[src/rtl/ts_pkg.sv]
// Shared types and constants for the touch-panel poll controller.
package ts_pkg;

  typedef enum logic [2:0] {
    StIdle,
    StRdStat,
    StRdXl,
    StRdXh,
    StRdYl,
    StRdYh,
    StWrClr,
    StDone
  } ts_state_e;

  localparam int unsigned TOUCH_BIT       = 7;
  localparam int unsigned CNT_MSB         = 3;
  localparam logic [15:0] DEF_STAT_ADDR   = 16'h814E;
  localparam int unsigned DEF_POLL_CYCLES = 1000000;

  // Register address targeted by the command issued on entry to a state.
  function automatic logic [15:0] reg_addr(logic [15:0] stat_addr, ts_state_e st);
    case (st)
      StRdXl:  return stat_addr + 16'd2;
      StRdXh:  return stat_addr + 16'd3;
      StRdYl:  return stat_addr + 16'd4;
      StRdYh:  return stat_addr + 16'd5;
      default: return stat_addr;
    endcase
  endfunction

endpackage

[src/rtl/ts_int_sync.sv]
// Two-flop synchronizer for the panel interrupt line plus falling-edge detector.
module ts_int_sync (
  input  logic clk,
  input  logic rst,
  input  logic ts_int_in,
  output logic int_fall
);

  logic sync1_q, sync2_q, prev_q;

  // Flops reset high (line idle) so leaving reset cannot look like an edge.
  always_ff @(posedge clk) begin
    if (rst) begin
      sync1_q <= 1'b1;
      sync2_q <= 1'b1;
      prev_q  <= 1'b1;
    end else begin
      sync1_q <= ts_int_in;
      sync2_q <= sync1_q;
      prev_q  <= sync2_q;
    end
  end

  assign int_fall = prev_q & ~sync2_q;

endmodule

[src/rtl/ts_poll_ctrl.sv]
// Touch-panel poll controller: reads status/point registers over a byte-wide I2C
// command channel. Define TS_POLL_TIMER_EN to add a periodic poll timer trigger.
module ts_poll_ctrl
  import ts_pkg::*;
#(
  parameter int unsigned POLL_CYCLES = DEF_POLL_CYCLES,
  parameter logic [15:0] STAT_ADDR   = DEF_STAT_ADDR
) (
  input  logic        clk,
  input  logic        rst,
  input  logic        rst_done,
  input  logic        ts_int_in,
  output logic        cmd_valid,
  input  logic        cmd_ready,
  output logic        cmd_we,
  output logic [15:0] cmd_addr,
  output logic [7:0]  cmd_wdata,
  input  logic        rsp_valid,
  input  logic [7:0]  rsp_data,
  input  logic        rsp_err,
  output logic        pt_valid,
  output logic        pt_touch,
  output logic [11:0] pt_x,
  output logic [11:0] pt_y,
  output logic        busy,
  output logic [7:0]  err_cnt
);

  ts_state_e   state_q, state_d;
  logic        cmd_valid_q, cmd_valid_d, cmd_we_q, cmd_we_d;
  logic [15:0] cmd_addr_q, cmd_addr_d;
  logic [7:0]  cmd_wdata_q, cmd_wdata_d;
  logic        wait_q, wait_d, pend_q, pend_d, abort_q, abort_d, touch_q, touch_d;
  logic [11:0] x_tmp_q, x_tmp_d, y_tmp_q, y_tmp_d;
  logic        pt_touch_q, pt_touch_d;
  logic [11:0] pt_x_q, pt_x_d, pt_y_q, pt_y_d;
  logic [7:0]  err_cnt_q, err_cnt_d;
  logic        int_fall, tick, trig, rsp_fire, launch;

  ts_int_sync u_int_sync (
    .clk       (clk),
    .rst       (rst),
    .ts_int_in (ts_int_in),
    .int_fall  (int_fall)
  );

`ifdef TS_POLL_TIMER_EN
  logic [31:0] timer_q, timer_d;

  always_comb begin
    timer_d = timer_q;
    tick    = 1'b0;
    if (int_fall) begin
      timer_d = '0;
    end else if (rst_done) begin
      if (timer_q == 32'(POLL_CYCLES - 1)) begin
        timer_d = '0;
        tick    = 1'b1;
      end else begin
        timer_d = timer_q + 32'd1;
      end
    end
  end

  always_ff @(posedge clk) begin
    if (rst) timer_q <= '0;
    else     timer_q <= timer_d;
  end
`else
  logic unused_poll_cycles;
  assign unused_poll_cycles = ^POLL_CYCLES;
  assign tick = 1'b0;
`endif

  assign trig     = int_fall | tick;
  assign rsp_fire = wait_q & rsp_valid;

  always_comb begin
    state_d     = state_q;
    cmd_valid_d = cmd_valid_q;
    cmd_we_d    = cmd_we_q;
    cmd_addr_d  = cmd_addr_q;
    cmd_wdata_d = cmd_wdata_q;
    wait_d      = wait_q;
    pend_d      = pend_q;
    abort_d     = abort_q;
    touch_d     = touch_q;
    x_tmp_d     = x_tmp_q;
    y_tmp_d     = y_tmp_q;
    pt_touch_d  = pt_touch_q;
    pt_x_d      = pt_x_q;
    pt_y_d      = pt_y_q;
    err_cnt_d   = err_cnt_q;
    launch      = 1'b0;

    if (busy && trig) pend_d = 1'b1;
    // Panel reset mid-sequence: finish the bus transaction, then drop the data.
    if (busy && !rst_done) abort_d = 1'b1;
    if (cmd_valid_q && cmd_ready) begin
      cmd_valid_d = 1'b0;
      wait_d      = 1'b1;
    end
    if (rsp_fire && rsp_err && err_cnt_q != 8'hFF) err_cnt_d = err_cnt_q + 8'd1;

    case (state_q)
      StIdle: begin
        pend_d  = 1'b0;
        abort_d = 1'b0;
        if (rst_done && (trig || pend_q)) begin
          state_d = StRdStat;
          launch  = 1'b1;
        end
      end
      StDone: state_d = StIdle;
      default: begin
        if (rsp_fire) begin
          wait_d = 1'b0;
          if (rsp_err || abort_q || !rst_done) begin
            state_d = StIdle;
          end else begin
            case (state_q)
              StRdStat: begin
                if (rsp_data[TOUCH_BIT]) begin
                  touch_d = |rsp_data[CNT_MSB:0];
                  state_d = touch_d ? StRdXl : StWrClr;
                  launch  = 1'b1;
                end else begin
                  state_d = StIdle;
                end
              end
              StRdXl: begin
                x_tmp_d[7:0] = rsp_data;
                state_d      = StRdXh;
                launch       = 1'b1;
              end
              StRdXh: begin
                x_tmp_d[11:8] = rsp_data[3:0];
                state_d       = StRdYl;
                launch        = 1'b1;
              end
              StRdYl: begin
                y_tmp_d[7:0] = rsp_data;
                state_d      = StRdYh;
                launch       = 1'b1;
              end
              StRdYh: begin
                y_tmp_d[11:8] = rsp_data[3:0];
                state_d       = StWrClr;
                launch        = 1'b1;
              end
              StWrClr: begin
                state_d    = StDone;
                pt_touch_d = touch_q;
                if (touch_q) begin
                  pt_x_d = x_tmp_q;
                  pt_y_d = y_tmp_q;
                end
              end
              default: state_d = StIdle;
            endcase
          end
        end
      end
    endcase

    if (launch) begin
      cmd_valid_d = 1'b1;
      cmd_we_d    = (state_d == StWrClr);
      cmd_addr_d  = reg_addr(STAT_ADDR, state_d);
      cmd_wdata_d = 8'h00;
    end
  end

  always_ff @(posedge clk) begin
    if (rst) begin
      state_q     <= StIdle;
      cmd_valid_q <= 1'b0;
      cmd_we_q    <= 1'b0;
      cmd_addr_q  <= '0;
      cmd_wdata_q <= '0;
      wait_q      <= 1'b0;
      pend_q      <= 1'b0;
      abort_q     <= 1'b0;
      touch_q     <= 1'b0;
      x_tmp_q     <= '0;
      y_tmp_q     <= '0;
      pt_touch_q  <= 1'b0;
      pt_x_q      <= '0;
      pt_y_q      <= '0;
      err_cnt_q   <= '0;
    end else begin
      state_q     <= state_d;
      cmd_valid_q <= cmd_valid_d;
      cmd_we_q    <= cmd_we_d;
      cmd_addr_q  <= cmd_addr_d;
      cmd_wdata_q <= cmd_wdata_d;
      wait_q      <= wait_d;
      pend_q      <= pend_d;
      abort_q     <= abort_d;
      touch_q     <= touch_d;
      x_tmp_q     <= x_tmp_d;
      y_tmp_q     <= y_tmp_d;
      pt_touch_q  <= pt_touch_d;
      pt_x_q      <= pt_x_d;
      pt_y_q      <= pt_y_d;
      err_cnt_q   <= err_cnt_d;
    end
  end

  assign busy      = (state_q != StIdle);
  assign pt_valid  = (state_q == StDone);
  assign cmd_valid = cmd_valid_q;
  assign cmd_we    = cmd_we_q;
  assign cmd_addr  = cmd_addr_q;
  assign cmd_wdata = cmd_wdata_q;
  assign pt_touch  = pt_touch_q;
  assign pt_x      = pt_x_q;
  assign pt_y      = pt_y_q;
  assign err_cnt   = err_cnt_q;

endmodule

[config.mk]
export PLATFORM = sky130hd
export DESIGN_NAME = ts_poll_ctrl
export DESIGN_NICKNAME = d
export VERILOG_FILES = /design/src/rtl/ts_pkg.sv /design/src/rtl/ts_int_sync.sv /design/src/rtl/ts_poll_ctrl.sv
export SDC_FILE = /design/constraint.sdc
export NUM_CORES = 1
export LEC_CHECK = 0
export BUFFER_PORTS_ARGS = -buffer_cell sky130_fd_sc_hd__buf_2
export CORE_AREA = 5 5 87 89
export DETAILED_ROUTE_END_ITERATION = 8
export DIE_AREA = 0 0 92 94
export GPL_TIMING_DRIVEN = 0
export PLACE_DENSITY_LB_ADDON = 0.3
export SYNTH_ARGS = -nofsm -noshare
export SYNTH_HDL_FRONTEND = slang
export SYNTH_HIERARCHICAL = 1
export SYNTH_SLANG_ARGS = --single-unit
export TNS_END_PERCENT = 10
[constraint.sdc]
create_clock -name clk -period 1.58 [get_ports clk]
set_clock_uncertainty 0.05 [all_clocks]
set_input_delay 0 -clock clk [delete_from_list [all_inputs] [get_ports clk]]
set_output_delay 0 -clock clk [all_outputs]
set_load 0.01 [all_outputs]
## After elaboration in Yosys (flattened, before gate mapping)

Index checks and enable logic that the tools add are counted.

- Output and inout bits: 61
- Register bits after elaboration: 85
- Input port bits: 15

- Add/subtract/negate cells: 1
- Reduce and logical (&&, ||, !) cells: 24
- Bitwise logic cells: 5
- Equality and inequality tests: 13
- Multiplexer cells: 19

Operators with widths:

| operator | count |
|---|---|
| == test 3 bit, second input constant | 7 |
| one-hot mux 5 bit (4 select lines) | 1 |
| AND reduction 4 bit | 5 |
| one-hot mux 3 bit (6 select lines) | 1 |
| two-way mux 3 bit | 5 |
| == test 3 x 2 -> 1 bit, second input constant | 4 |
| AND reduction 5 bit | 2 |
| two-way mux 1 bit | 9 |
| adder 8 x 1 -> 8 bit, second input constant | 1 |
| inequality test 8 bit, second input constant | 1 |
| OR reduction 4 bit | 2 |
| logical AND 1 bit | 6 |
| one-hot mux 3 bit (2 select lines) | 1 |
| one-hot mux 1 bit (2 select lines) | 2 |
| OR reduction 2 bit | 2 |
| == test 3 x 1 -> 1 bit, second input constant | 1 |
| logical NOT 3 bit | 1 |
| logical OR 1 bit | 3 |
| inverter 1 bit | 3 |
| nonzero test 3 bit | 1 |
| bitwise AND 1 bit | 2 |
| nonzero test 2 bit | 1 |
| logical NOT 1 bit | 1 |

## Longest topological paths before layout

Gate-level depths: netlist of the first run.

- Word-level depth: 9
- Depth in mapped cells: 7

## Cells and area by module

The synthesis of the first run kept the hierarchy.

By module, submodules not included:

| module | instances | cells each | seq. area each (µm²) | area an instance (µm²) |
|---|---|---|---|---|
| ts_poll_ctrl | 1 | 335 | 1421.4 | 2990.4 |
| ts_int_sync | 1 | 7 | 60.1 | 85.1 |

## Least setup slack after synthesis of the first run

Ideal clock, no wire load.

- Path kind: flip-flop to flip-flop
- From: reg state_q[2]
- To: reg cmd_we_q (netlist: cmd_we)
- Setup time: 0.067 ns
- Data required time: 1.463 ns
- Arrival time: 1.654 ns
- Cell stages (with the launch flop): 7
- Setup slack: -0.191 ns
- Period minus slack after synthesis: 1.771 ns
- Path through: dfxtp_1 nor3_4 inv_2 nor3b_2 nor2_1 or3_1 a21oi_2

- Longest elaborated chain between the ends: 6

Ends and longest elaborated chain:

| element | line | source |
|---|---|---|
| from (decl) | ts_poll_ctrl.sv:29 | `ts_state_e state_q, state_d;` |
| from (signal assigned) | ts_poll_ctrl.sv:176 | `state_q <= StIdle;` |
| from (signal assigned) | ts_poll_ctrl.sv:192 | `state_q <= state_d;` |
| == test 3 bit (tied with other cells) | ts_poll_ctrl.sv:121 | `case (state_q)` |
| one-hot mux 3 bit (6 select lines) / OR reduction 4 bit (equally long branches) | -- |  |
| two-way mux 3 bit / one-hot mux 1 bit (2 select lines) (equally long branches) | ts_poll_ctrl.sv:118, ts_poll_ctrl.sv:121 |  |
| two-way mux 3 bit / two-way mux 1 bit (equally long branches) | ts_poll_ctrl.sv:116, ts_poll_ctrl.sv:118 |  |
| one-hot mux 3 bit (2 select lines) / two-way mux 1 bit (equally long branches) | ts_poll_ctrl.sv:105, ts_poll_ctrl.sv:116 |  |
| == test 3 bit / one-hot mux 1 bit (2 select lines) (equally long branches) | ts_poll_ctrl.sv:168, ts_poll_ctrl.sv:105 |  |
| to (signal assigned) | ts_poll_ctrl.sv:194 | `cmd_we_q <= cmd_we_d;` |
| to (decl) | ts_poll_ctrl.sv:30 | `logic cmd_valid_q, cmd_valid_d, cmd_we_q, cmd_we_d;` |

Parallel ways exist; a longest one is shown, timed or not.
A chain may end at the register's enable or synchronous reset.

## Final worst setup path of the first run

- From: reg abort_q
- To: reg touch_q

- Longest elaborated chain between the ends: 4

Ends and longest elaborated chain:

| element | line | source |
|---|---|---|
| from (decl) | ts_poll_ctrl.sv:33 | `logic wait_q, wait_d, pend_q, pend_d, abort_q, abort_d, touch_q, touch_d;` |
| from (signal assigned) | ts_poll_ctrl.sv:199 | `abort_q <= abort_d;` |
| logical OR 1 bit (2 in a row) | ts_poll_ctrl.sv:118 | `if (rsp_err \|\| abort_q \|\| !rst_done) begin` |
| inverter 1 bit (no line) | -- |  |
| AND reduction 5 bit (no line) | -- |  |
| to (signal assigned) | ts_poll_ctrl.sv:200 | `touch_q <= touch_d;` |
| to (decl) | ts_poll_ctrl.sv:33 |  |

No other way between the ends.

==> results summary, run 1 <==
The flow ran to the end, but the final reports show violations. The final reports fail on negative setup slack. Timing analysis after detailed placement gives a worst setup slack of -0.366 ns. The die extent in y came out at 94 µm. The cell with the biggest individual delay on the critical path is or4b_4.

The worst setup slack after layout is -0.110 ns. The via count of the routed design is 2647. The largest voltage drop on the vdd net is 0.000499 V. For the worst setup path, the data required time is 1.74 ns.

The first detailed-routing pass took 4 iterations. The total congestion overflow after global routing is 0. The number of nets with antenna violations after detailed routing is 0. The number of levels the H-tree was split into is 3.

The core area came out at 0.00668 mm². The maximum buffer depth of the clock tree came out at 2. The shortest clock period the worst path allows after layout came out at 1.69 ns. Of the available clock period, the critical path in the final layout requires 1.07.

The overall fraction of global-route tracks in use came out at 0.175. The largest single stage delay on the critical path is 0.46 ns. The count of final setup violators is 35.

Hold timing on the final database bottoms out at a slack of 0.0732 ns. The slew at the pin closest to its max-slew limit is 0.561 ns. After clock tree synthesis, the clock-pin slew on the worst setup and hold paths is 0.07 ns. At the later pin of the worst-skew pair, clock insertion delay measures 0.34 ns. The number of antenna violations at the first check in global routing is 0. The biggest area contributor in the post-synthesis netlist is dfxtp_1. In this run the worst path has a maximum fanout of 6. The share of post-route cells with drive strength above 1 came out at 0.300. The synthesized instance count came out at 342. Of the synthesized area, sequential elements account for 0.482.

The critical path goes through nand4b_1 > nor2_2 > buf_6 > or4b_4 > mux2i_1 > nor2_1. The max-capacitance violation count is 0. The first global-routing pass estimated 12100 µm of wire. The type of the worst min-delay path is in -> reg. The area of the mapped netlist came out at 0.00308 mm². The count of final max-slew check failures came out at 0. The number of global-route vias before repair came out at 2513.

The number of vias per cell after detailed routing came out at 4.96. The number of distinct library cells after synthesis is 51. Of the post-synthesis cell area, the dominant cell type holds 0.482.

The static leakage is 1.73 nW. The critical path in this run is classified as reg -> reg. The cell area power density is 855 mW/mm².

The number of design-rule violations left by the first detailed-router iteration came out at 118. The filler cells instantiated in the layout total 608. After detailed routing, the number of remaining DRC violations is 0.

The number of warnings reported in the yosys synthesis log came out at 6. The register bit total from synthesis came out at 74. The number of antenna cells inserted came out at 0. The multi-input combinational cell area came out at 0.00142 mm².

The register area is 0.00149 mm². The number of sinks on the clock net is 74. The floorplan row count came out at 30. By area the synthesized netlist is led by dfxtp_1, mux2i_1, nand2_1. STA classifies the critical path startpoint as a register. The number of buffers created by CTS came out at 9.

At the worst endpoint, the arrival time is 1.85 ns. The worst-case headroom to the max-slew limit is 0.626. TritonCTS built the clock tree. The aggregate routed wire length is 7350 µm. The synthesized design contains 0 enable-type register cells. In the synthesized netlist the dominant register cell turns out to be dfxtp_1. The type of element capturing the critical path is a register.

The largest net degree at the start of global routing is 12. The starting utilization of the core area is 0.460. Leaving out filler cells and counting taps, the final layout contains 534. Setup repair after global routing could not meet its margin everywhere. During placement, the flow inserted port buffers numbering 59. The total half-perimeter wirelength after legalization and detailed placement came out at 4930 µm.

The cell count after placement is 496. The I/O pin count came out at 76. The final net count came out at 467. At the end of the flow the core is filled with cells to 0.602. The die covers 0.00865 mm². Timing would allow up to 0.592 GHz.

The layout overhead on the synthesized area came out at 30.7%. The width of the chip is 92 µm. The post-synthesis area per instance came out at 8.99 µm². Dividing the detail-routed wire length by the instance count gives 13.8 µm. The root buffer cell chosen for the clock tree is clkbuf_8. The final weighted congestion in routability-driven placement came out at 0.768. The final number of hold-violating endpoints came out at 0.

The async set-reset flop share out of synthesis is 0.
## logic make-up after synthesis
| group | share of synthesized area |
|---|---|
| buffers and inverters | 0.0911 |
| AOI/OAI and AO/OA | 0.100 |
| DFF | 0.482 |
| other | 0.00122 |
| xor gates and xnor gates | 0.0171 |
| adders and majority gates | 0.00407 |
| muxes | 0.0846 |
| and+or+nand+nor | 0.220 |
## report_power, final
part | leakage (nW) | internal (mW) | switching [mW]
Combinational | 1.04 | 0.0986 | 0.114
Sequential | 0.600 | 1.87 | 0.00590
Clock | 0.0918 | 0.705 | 0.644
## cell usage in the layout (no fill, tap or decap), drive strengths merged, types with 6 or more instances in the layout
master,count
buf,97
dfxtp,74
nand2,55
nor2,44
a21oi,34
mux2i,26
clkbuf,18
conb,16
dlygate4sd3,16
nor3,8
nand3,7
o21ai,6
## layer usage
metal  share of wire  GRT usage  wire [µm]
met3           0.061     0.0377        450
met5               0          0          0
met2            0.47      0.289       3460
met1            0.45      0.221       3330
met4           0.014     0.0743        104
## cell usage after synthesis (all sizes together) (4+ instances only)
cell    count
a21oi      34
buf        28
clkbuf     10
dfxtp      74
mux2i      26
nand2      55
nand3       7
nor2       44
nor3        8
o21ai       6
xnor2       4
## final cells by class
| cell class | instances | share of cell area |
|---|---|---|
| plain buffers | 38 | 0.0747 |
| well taps | 80 | 0.0249 |
| repair buffers | 84 | 0.130 |
| clock buffers | 10 | 0.0317 |
| flip-flops and latches | 74 | 0.371 |
| inverters | 3 | 0.00280 |
| clock inverters | 4 | 0.0112 |
| multi-input cells | 241 | 0.354 |
## flip-flops by register name, summed over array words and instances (netlist names), 3 cells and up
name / count
state_q: 3
cmd_addr: 5
x_tmp_q: 12
err_cnt: 8
y_tmp_q: 12
pt_y: 12
pt_x: 12
## per-stage QoR
stage | area (µm²) | power [mW] | TNS [ns]
6_report | 4020 | 3.44 | -0.746
5_1_grt | 4020 | 3.57 | -6.03
4_1_cts | 4000 | 3.46 | -0.431
3_5_place_dp | 3540 | 2.09 | -14.66
3_3_place_gp | 3540 | 2.09 | -13.92
2_1_floorplan | 3150 | 2.03 | -1.17
## critical path, delay by kind of cell, from the launching register on
family | cells | cell delay [ns]
simple gates | 4 | 0.90
buf+inv | 1 | 0.15
flops | 1 | 0.31
mux | 1 | 0.16
## timing repair
item,in CTS,in global routing
setup endpoints to repair,63,60
setup buffers,8,1
gates resized for setup,19,8
hold buffers,16,0
hold endpoints to repair,29,0
pin swaps,7,2
## final timing paths
path	startpoint	end	slack [ns]	cells after the start
setup / recovery	abort_q	touch_q	-0.11	6
hold / removal	rst	cmd_addr[1]	0.07	5
setup reg to reg	abort_q	touch_q	-0.11	6
hold reg to reg	u_int_sync/sync1_q	u_int_sync/sync2_q	0.36	1
(Power assumes the default switching activity.)
==> run 2: changes to the inputs <==
--- a/config.mk
+++ b/config.mk
@@ -6,9 +6,11 @@
 export NUM_CORES = 1
 export LEC_CHECK = 0
 export BUFFER_PORTS_ARGS = -buffer_cell sky130_fd_sc_hd__buf_2
-export CORE_AREA = 5 5 87 89
+export CELL_PAD_IN_SITES_DETAIL_PLACEMENT = 1
+export CELL_PAD_IN_SITES_GLOBAL_PLACEMENT = 2
+export CORE_AREA = 5 5 111 113
 export DETAILED_ROUTE_END_ITERATION = 8
-export DIE_AREA = 0 0 92 94
+export DIE_AREA = 0 0 116 118
 export GPL_TIMING_DRIVEN = 0
 export PLACE_DENSITY_LB_ADDON = 0.3
 export SYNTH_ARGS = -nofsm -noshare
==> results summary, run 2 (synthesis gave the netlist of run 1 again) <==
The residual DRC count came out at 0 (unchanged). The final weighted congestion in routability-driven placement is 0.801 (+4.3%). The die extent in y was 118 µm (+26%). The worst-case headroom to the max-slew limit was 0.614 (-0.0118).

The total half-perimeter wirelength after legalization and detailed placement came out at 6130 µm (+24%). The number of buffers created by CTS was 9 (unchanged). The worst setup path is captured at a register. The largest net degree at the start of global routing came out at 14 (+2). The first-pass GRT wire length is 14500 µm (+20%). Setup repair after global routing could not meet its margin everywhere.

The number of design-rule violations left by the first detailed-router iteration is 49 (-58%). The number of antenna violations at the first check in global routing came out at 0 (unchanged). The maximum fanout count along the critical path is 6 (unchanged). The core area came out at 0.0112 mm² (+68%). The worst hold path cell count is 3 (-2). The final net count is 472 (+1.1%). TritonCTS built the clock tree.

The arrival time of the worst setup path came out at 1.93 ns (+0.08 ns). The worst-case hold slack came out at -0.00387 ns (-0.0770 ns). The number of global-route vias before repair came out at 2811 (+12%). The critical path in this run is classified as reg -> reg.

The number of vias per cell after detailed routing is 4.46 (-10%). The overall fraction of global-route tracks in use is 0.134 (-0.0409). The startpoint identified for the worst register-to-register timing path is abort_q. The run finished, with violations left.

The final number of hold-violating endpoints is 1 (+1). The cell count after placement is 559 (+13%). The worst setup slack after placement came out at -0.528 ns (-0.162 ns). The I/O pin count is 76 (unchanged). The mean routed wirelength per cell is 14.7 µm (+7.1%). The portion of the clock cycle consumed by the worst path in the final layout came out at 1.13 (+0.0592).

The top cell types in the final layout, fill and taps aside, are dfxtp_1, buf_2, nand2_1. The total congestion overflow after global routing was 0 (unchanged). The clock transition time at the flip-flop clock pins of the worst setup and hold paths was 0.06 ns (about the same). The aggregate routed wire length is 8900 µm (+21%). The endpoint identified for the worst register-to-register timing path is touch_q. The shortest clock period the worst path allows after layout is 1.78 ns (+0.0936 ns). The worst setup slack after layout was -0.203 ns (-0.0936 ns).

The highest achievable clock rate came out at 0.561 GHz (-5.2%). The width of the chip is 116 µm (+26%). The maximum buffer depth of the clock tree came to 2 (unchanged). The cell count of the worst reg-to-reg path came out at 6 (unchanged).

The count of final setup violators is 54 (+54%). The number of levels the H-tree was split into came out at 3 (unchanged). The slew at the pin closest to its max-slew limit came to 0.579 ns (+0.0177 ns). The worst reg-to-reg setup slack is -0.20 ns (-0.09 ns). The max-capacitance violation count is 0 (unchanged).

The via count of the routed design came out at 2695 (+1.8%). The length of the first detailed-routing pass in iterations came to 4 (unchanged). The checks that failed: negative hold slack, negative setup slack. The area growth from synthesis to layout is 41.5%. The worst hold path terminates at y_tmp_q[0].

The min-delay analysis places its worst path in the category in -> reg. The worst setup path is launched from a register. Leaving out fill and tap cells, the most frequent cell in the layout is dfxtp_1. The startpoint identified for the worst hold timing path is rsp_data[0].

The largest voltage drop on the vdd net came to 0.000456 V (-8.8%). The data required time at the worst endpoint came out at 1.73 ns (about the same). The starting utilization of the core area is 0.274 (-0.186). The static leakage came out at 1.83 nW (+5.9%). The number of antenna cells inserted is 0 (unchanged). The clock latency of the later-clocked register in the worst-skew pair came out at 0.33 ns (about the same). The count of final max-slew check failures came out at 0 (unchanged). The number of buffer cells added on primary ports came to 59 (unchanged). The die area is 0.0137 mm² (+58%).

The cell area power density came out at 933 mW/mm² (+9.1%). The number of sinks on the clock net is 74 (unchanged). The final standard cell count with taps included and fillers excluded is 604 (+13%). The share of post-route cells with drive strength above 1 came out at 0.343 (+0.0432).

The number of nets with antenna violations after detailed routing came out at 0 (unchanged). The floorplan row count came out at 39 (+30%). The tree is rooted in a clkbuf_16.
[run 2: cell types whose count changed in the layout (fill, tap and decap cells not counted), moves of 3 or more]
cell	delta
nand2_2	+7
nand2_1	-7
buf_8	+5
clkbuf_8	-7
a21oi_2	+3
buf_6	+3
clkbuf_16	+9
a21oi_1	-3
[run 2: cell type report]
cell class	instances	area [µm²]
clock inverters	5	37.5
repair buffers	88	571
well taps	143	179
fillers	1325	6870
flip-flops and latches	74	1500
inverters	3	11.3
plain buffers	39	334
clock buffers	11	253
multi-input cells	241	1470
[run 2: worst max-delay path by stage]
stage | start | to | slack (ns)
after CTS | abort_q | touch_q | -0.19
after detailed placement | abort_q | pt_x[4] | -0.53
after global routing | abort_q | touch_q | -0.31
after global placement | abort_q | pt_x[8] | -0.50
final | abort_q | touch_q | -0.20
after floorplan | abort_q | touch_q | -0.11
[run 2: where the power goes]
group	switching, mW	internal, mW
Clock	0.814	1.15
Combinational	0.118	0.0966
Sequential	0.00644	1.87
[run 2: layer usage]
layer  GRT usage  up-vias  part of all wire
met1       0.167     1287              0.44
met3      0.0283       11             0.036
met2       0.226       43              0.50
li1            -     1354                 -
met5           0        -                 0
met4      0.0479        0             0.016
[run 2: worst max-delay path: stages, from the launching register on]
cell,delay [ns]
dfxtp_2,0.31
nand4b_1,0.27
nor2_2,0.20
buf_6,0.14
or4b_4,0.46
mux2i_1,0.16
nor2_1,0.06
[run 2: per-stage QoR]
stage | util | instance area, µm² | power, mW | TNS (ns) | hold slack [ns]
detailed placement | 0.323 | 3620 | 2.10 | -21.18 | 0.136
floorplan | - | 3150 | 2.03 | -1.17 | 0.0471
global route | 0.388 | 4350 | 4.21 | -9.82 | 0.0155
CTS | 0.379 | 4260 | 4.10 | -2.95 | 0.0180
global placement | 0.323 | 3620 | 2.10 | -19.39 | 0.131
finish | 0.388 | 4350 | 4.06 | -3.68 | -0.00387
[run 2: what timing repair did]
action,CTS,global route
resized for setup,32,27
endpoints found under the hold margin,25,0
endpoints found under the setup margin,64,66
buffers inserted,11,3
pin swaps,9,7
hold buffers,14,0
gates cloned,1,0
==> run 3: changes to the inputs <==
--- a/config.mk
+++ b/config.mk
@@ -8,11 +8,12 @@
 export BUFFER_PORTS_ARGS = -buffer_cell sky130_fd_sc_hd__buf_2
 export CELL_PAD_IN_SITES_DETAIL_PLACEMENT = 1
 export CELL_PAD_IN_SITES_GLOBAL_PLACEMENT = 2
-export CORE_AREA = 5 5 111 113
+export CORE_AREA = 8 8 114 116
 export DETAILED_ROUTE_END_ITERATION = 8
-export DIE_AREA = 0 0 116 118
+export DIE_AREA = 0 0 122 124
 export GPL_TIMING_DRIVEN = 0
 export PLACE_DENSITY_LB_ADDON = 0.3
+export SKIP_CTS_REPAIR_TIMING = 1
 export SYNTH_ARGS = -nofsm -noshare
 export SYNTH_HDL_FRONTEND = slang
 export SYNTH_HIERARCHICAL = 1
==> results summary, run 3 (synthesis gave the netlist of run 1 again) <==
The flow ran to the end, but the final reports show violations. The checks that failed: negative hold slack, negative setup slack. The worst setup slack after layout came to -0.172 ns (+0.0311 ns). TritonCTS built the clock tree. The die area is 0.0151 mm² (+11%). The final standard cell count with taps included and fillers excluded came to 604 (unchanged). The worst hold path cell count came out at 3 (unchanged).

The final net count came out at 472 (unchanged). The part of the total power dissipated in the clock network came out at 0.511 (+0.026). The internal power of the cells is 3.39 mW (+8.5%). The floorplan row count is 39 (unchanged).

The static leakage came out at 1.86 nW (+1.5%). The maximum buffer depth of the clock tree is 2 (unchanged). The core area is 0.0112 mm² (-0.43%). The width of the chip is 122 µm (+5.2%).

The via count of the routed design is 2716 (+0.78%). The maximum fanout count along the critical path is 6 (unchanged). The cell count after placement is 559 (unchanged).

The clock latency of the later-clocked register in the worst-skew pair came out at 0.33 ns (about the same). The number of sinks on the clock net came to 74 (unchanged). The critical register-to-register path endpoint is cmd_we. The critical path in this run is classified as reg -> reg.

STA classifies the critical path startpoint as a register. Setup repair after global routing could not meet its margin everywhere. The net switching power came out at 893 µW (-4.8%). The final weighted congestion in routability-driven placement is 0.747 (-6.8%). The max-capacitance violation count came out at 0 (unchanged). The arrival time of the worst setup path is 1.96 ns (+0.03 ns). The highest achievable clock rate came to 0.571 GHz (+1.8%). The total half-perimeter wirelength after legalization and detailed placement is 6400 µm (+4.4%).

The share of power burned in registers came out at 0.439 (-0.023). The I/O pin count was 76 (unchanged). In the layout the commonest cells are dfxtp_1, buf_2, nand2_1. The die extent in y is 124 µm (+5.1%).

The number of vias per cell after detailed routing came out at 4.50 (+0.78%). The largest voltage drop on the vdd net is 0.000352 V (-23%). The worst reg-to-reg setup slack came to -0.17 ns (+0.03 ns). The cell count of the worst reg-to-reg path is 6 (unchanged). The largest net degree at the start of global routing was 13 (-1). The portion of total power attributed to combinational logic was 0.050 (-0.003). The cell area power density is 976 mW/mm² (+4.6%). The data required time at the worst endpoint is 1.79 ns (+0.06 ns). The number of buffers created by CTS came out at 9 (unchanged). The worst-case hold slack is -0.0499 ns (-0.0460 ns). The number of fillers in the final layout came to 1295 (-2.3%).

The number of antenna cells inserted is 0 (unchanged). The number of buffer cells added on primary ports came out at 59 (unchanged). Leaving out fill and tap cells, the most frequent cell in the layout is dfxtp_1.

The mean routed wirelength per cell is 15.3 µm (+4.0%). The switching portion of total power came out at 0.209 (-0.0225). The number of global-route vias before repair is 2708 (-3.7%). The first-pass GRT wire length came to 13900 µm (-4.0%). The length of the first detailed-routing pass in iterations is 4 (unchanged). The tree is rooted in a clkbuf_16. The final number of hold-violating endpoints came out at 11 (+10). The shortest clock period the worst path allows after layout came to 1.75 ns (-0.0311 ns). The worst-case headroom to the max-slew limit is 0.576 (-0.0380). The share of post-route cells with drive strength above 1 came out at 0.343 (unchanged).

The number of design-rule violations left by the first detailed-router iteration was 57 (+16%). The slew at the pin closest to its max-slew limit came to 0.636 ns (+0.0571 ns). The count of final max-slew check failures is 0 (unchanged). The beginning of the worst register-to-register path is state_q[1].

The worst setup path is captured at a register. The overall fraction of global-route tracks in use came out at 0.118 (-0.0165). The number of levels the H-tree was split into is 3 (unchanged). The count of final setup violators came to 41 (-24%).

The starting utilization of the core area came out at 0.275 (+0.00120). The residual DRC count was 0 (unchanged). The worst hold path terminates at x_tmp_q[11]. The total congestion overflow after global routing came out at 0 (unchanged). The number of nets with antenna violations after detailed routing is 0 (unchanged). The number of antenna violations at the first check in global routing came out at 0 (unchanged). The aggregate routed wire length is 9260 µm (+4.0%). The clock transition time at the flip-flop clock pins of the worst setup and hold paths is 0.06 ns (about the same). The overall power consumption is 4.28 mW (+5.4%).

The portion of the clock cycle consumed by the worst path in the final layout is 1.11 (-0.0197). The layout overhead on the synthesized area is 42.5%. The worst hold path belongs to the class in -> reg. The startpoint identified for the worst hold timing path is rsp_data[3].
==> run 3: cell count changes in the layout (fill, tap and decap cells not counted), sizes merged <==
| cell | change |
|---|---|
| bufinv | +2 |
| clkbuf | +2 |
| dlygate4sd3 | -2 |
| clkinvlp | -1 |
| inv | -1 |
==> run 3: layout make-up <==
cell class                 count  area (µm²)  share of cell area
tap                          143         179              0.0408
timing repair buffer          89         608               0.139
clock inverter                 5        77.6              0.0177
sequential                    74        1500               0.341
multi-input combinational    241        1460               0.332
clock buffer                  11         243              0.0554
buffer                        38         313              0.0714
inverter                       3        11.3             0.00257
==> run 3: worst max path at each step <==
stage,start,cells past startpoint,endpoint
floorplan,abort_q,6,touch_q
global placement,abort_q,7,pt_x[9]
detailed placement,abort_q,7,pt_x[9]
CTS,abort_q,7,pt_x[9]
global route,state_q[1],6,cmd_we
finish,state_q[1],6,cmd_we
==> run 3: layer usage <==
layer,up-vias,routed length (µm),share of wire,track usage
met3,9,343,0.037,0.0240
met1,1315,4350,0.47,0.137
met5,-,0,0,0
li1,1353,-,-,-
met2,39,4440,0.48,0.202
met4,0,131,0.014,0.0601
==> run 3: metrics by stage <==
stage	setup TNS (ns)	instance area (µm²)	setup slack [ns]	utilization
detailed placement	-21.35	3620	-0.548	0.324
CTS	-22.02	3940	-0.560	0.353
global placement	-19.37	3620	-0.510	0.324
global route	-6.86	4380	-0.254	0.392
finish	-2.62	4380	-0.172	0.392
floorplan	-1.17	3150	-0.106	-
==> run 3: critical path, stage by stage (launching register included) <==
cell and delay [ns]:
dfxtp_4 0.37, and3_1 0.17, buf_2 0.15, nor2_2 0.19, a32oi_1 0.19, or3_1 0.42
a21oi_2 0.13
==> run 3: power groups by stage <==
stage                     Clock (mW)  Combinational (mW)  Sequential, mW
after floorplan                    0               0.109            1.92
after global placement             0               0.180            1.92
after detailed placement           0               0.181            1.92
after CTS                       2.26               0.182            1.88
after global routing            2.32               0.233            1.88
final                           2.19               0.214            1.88
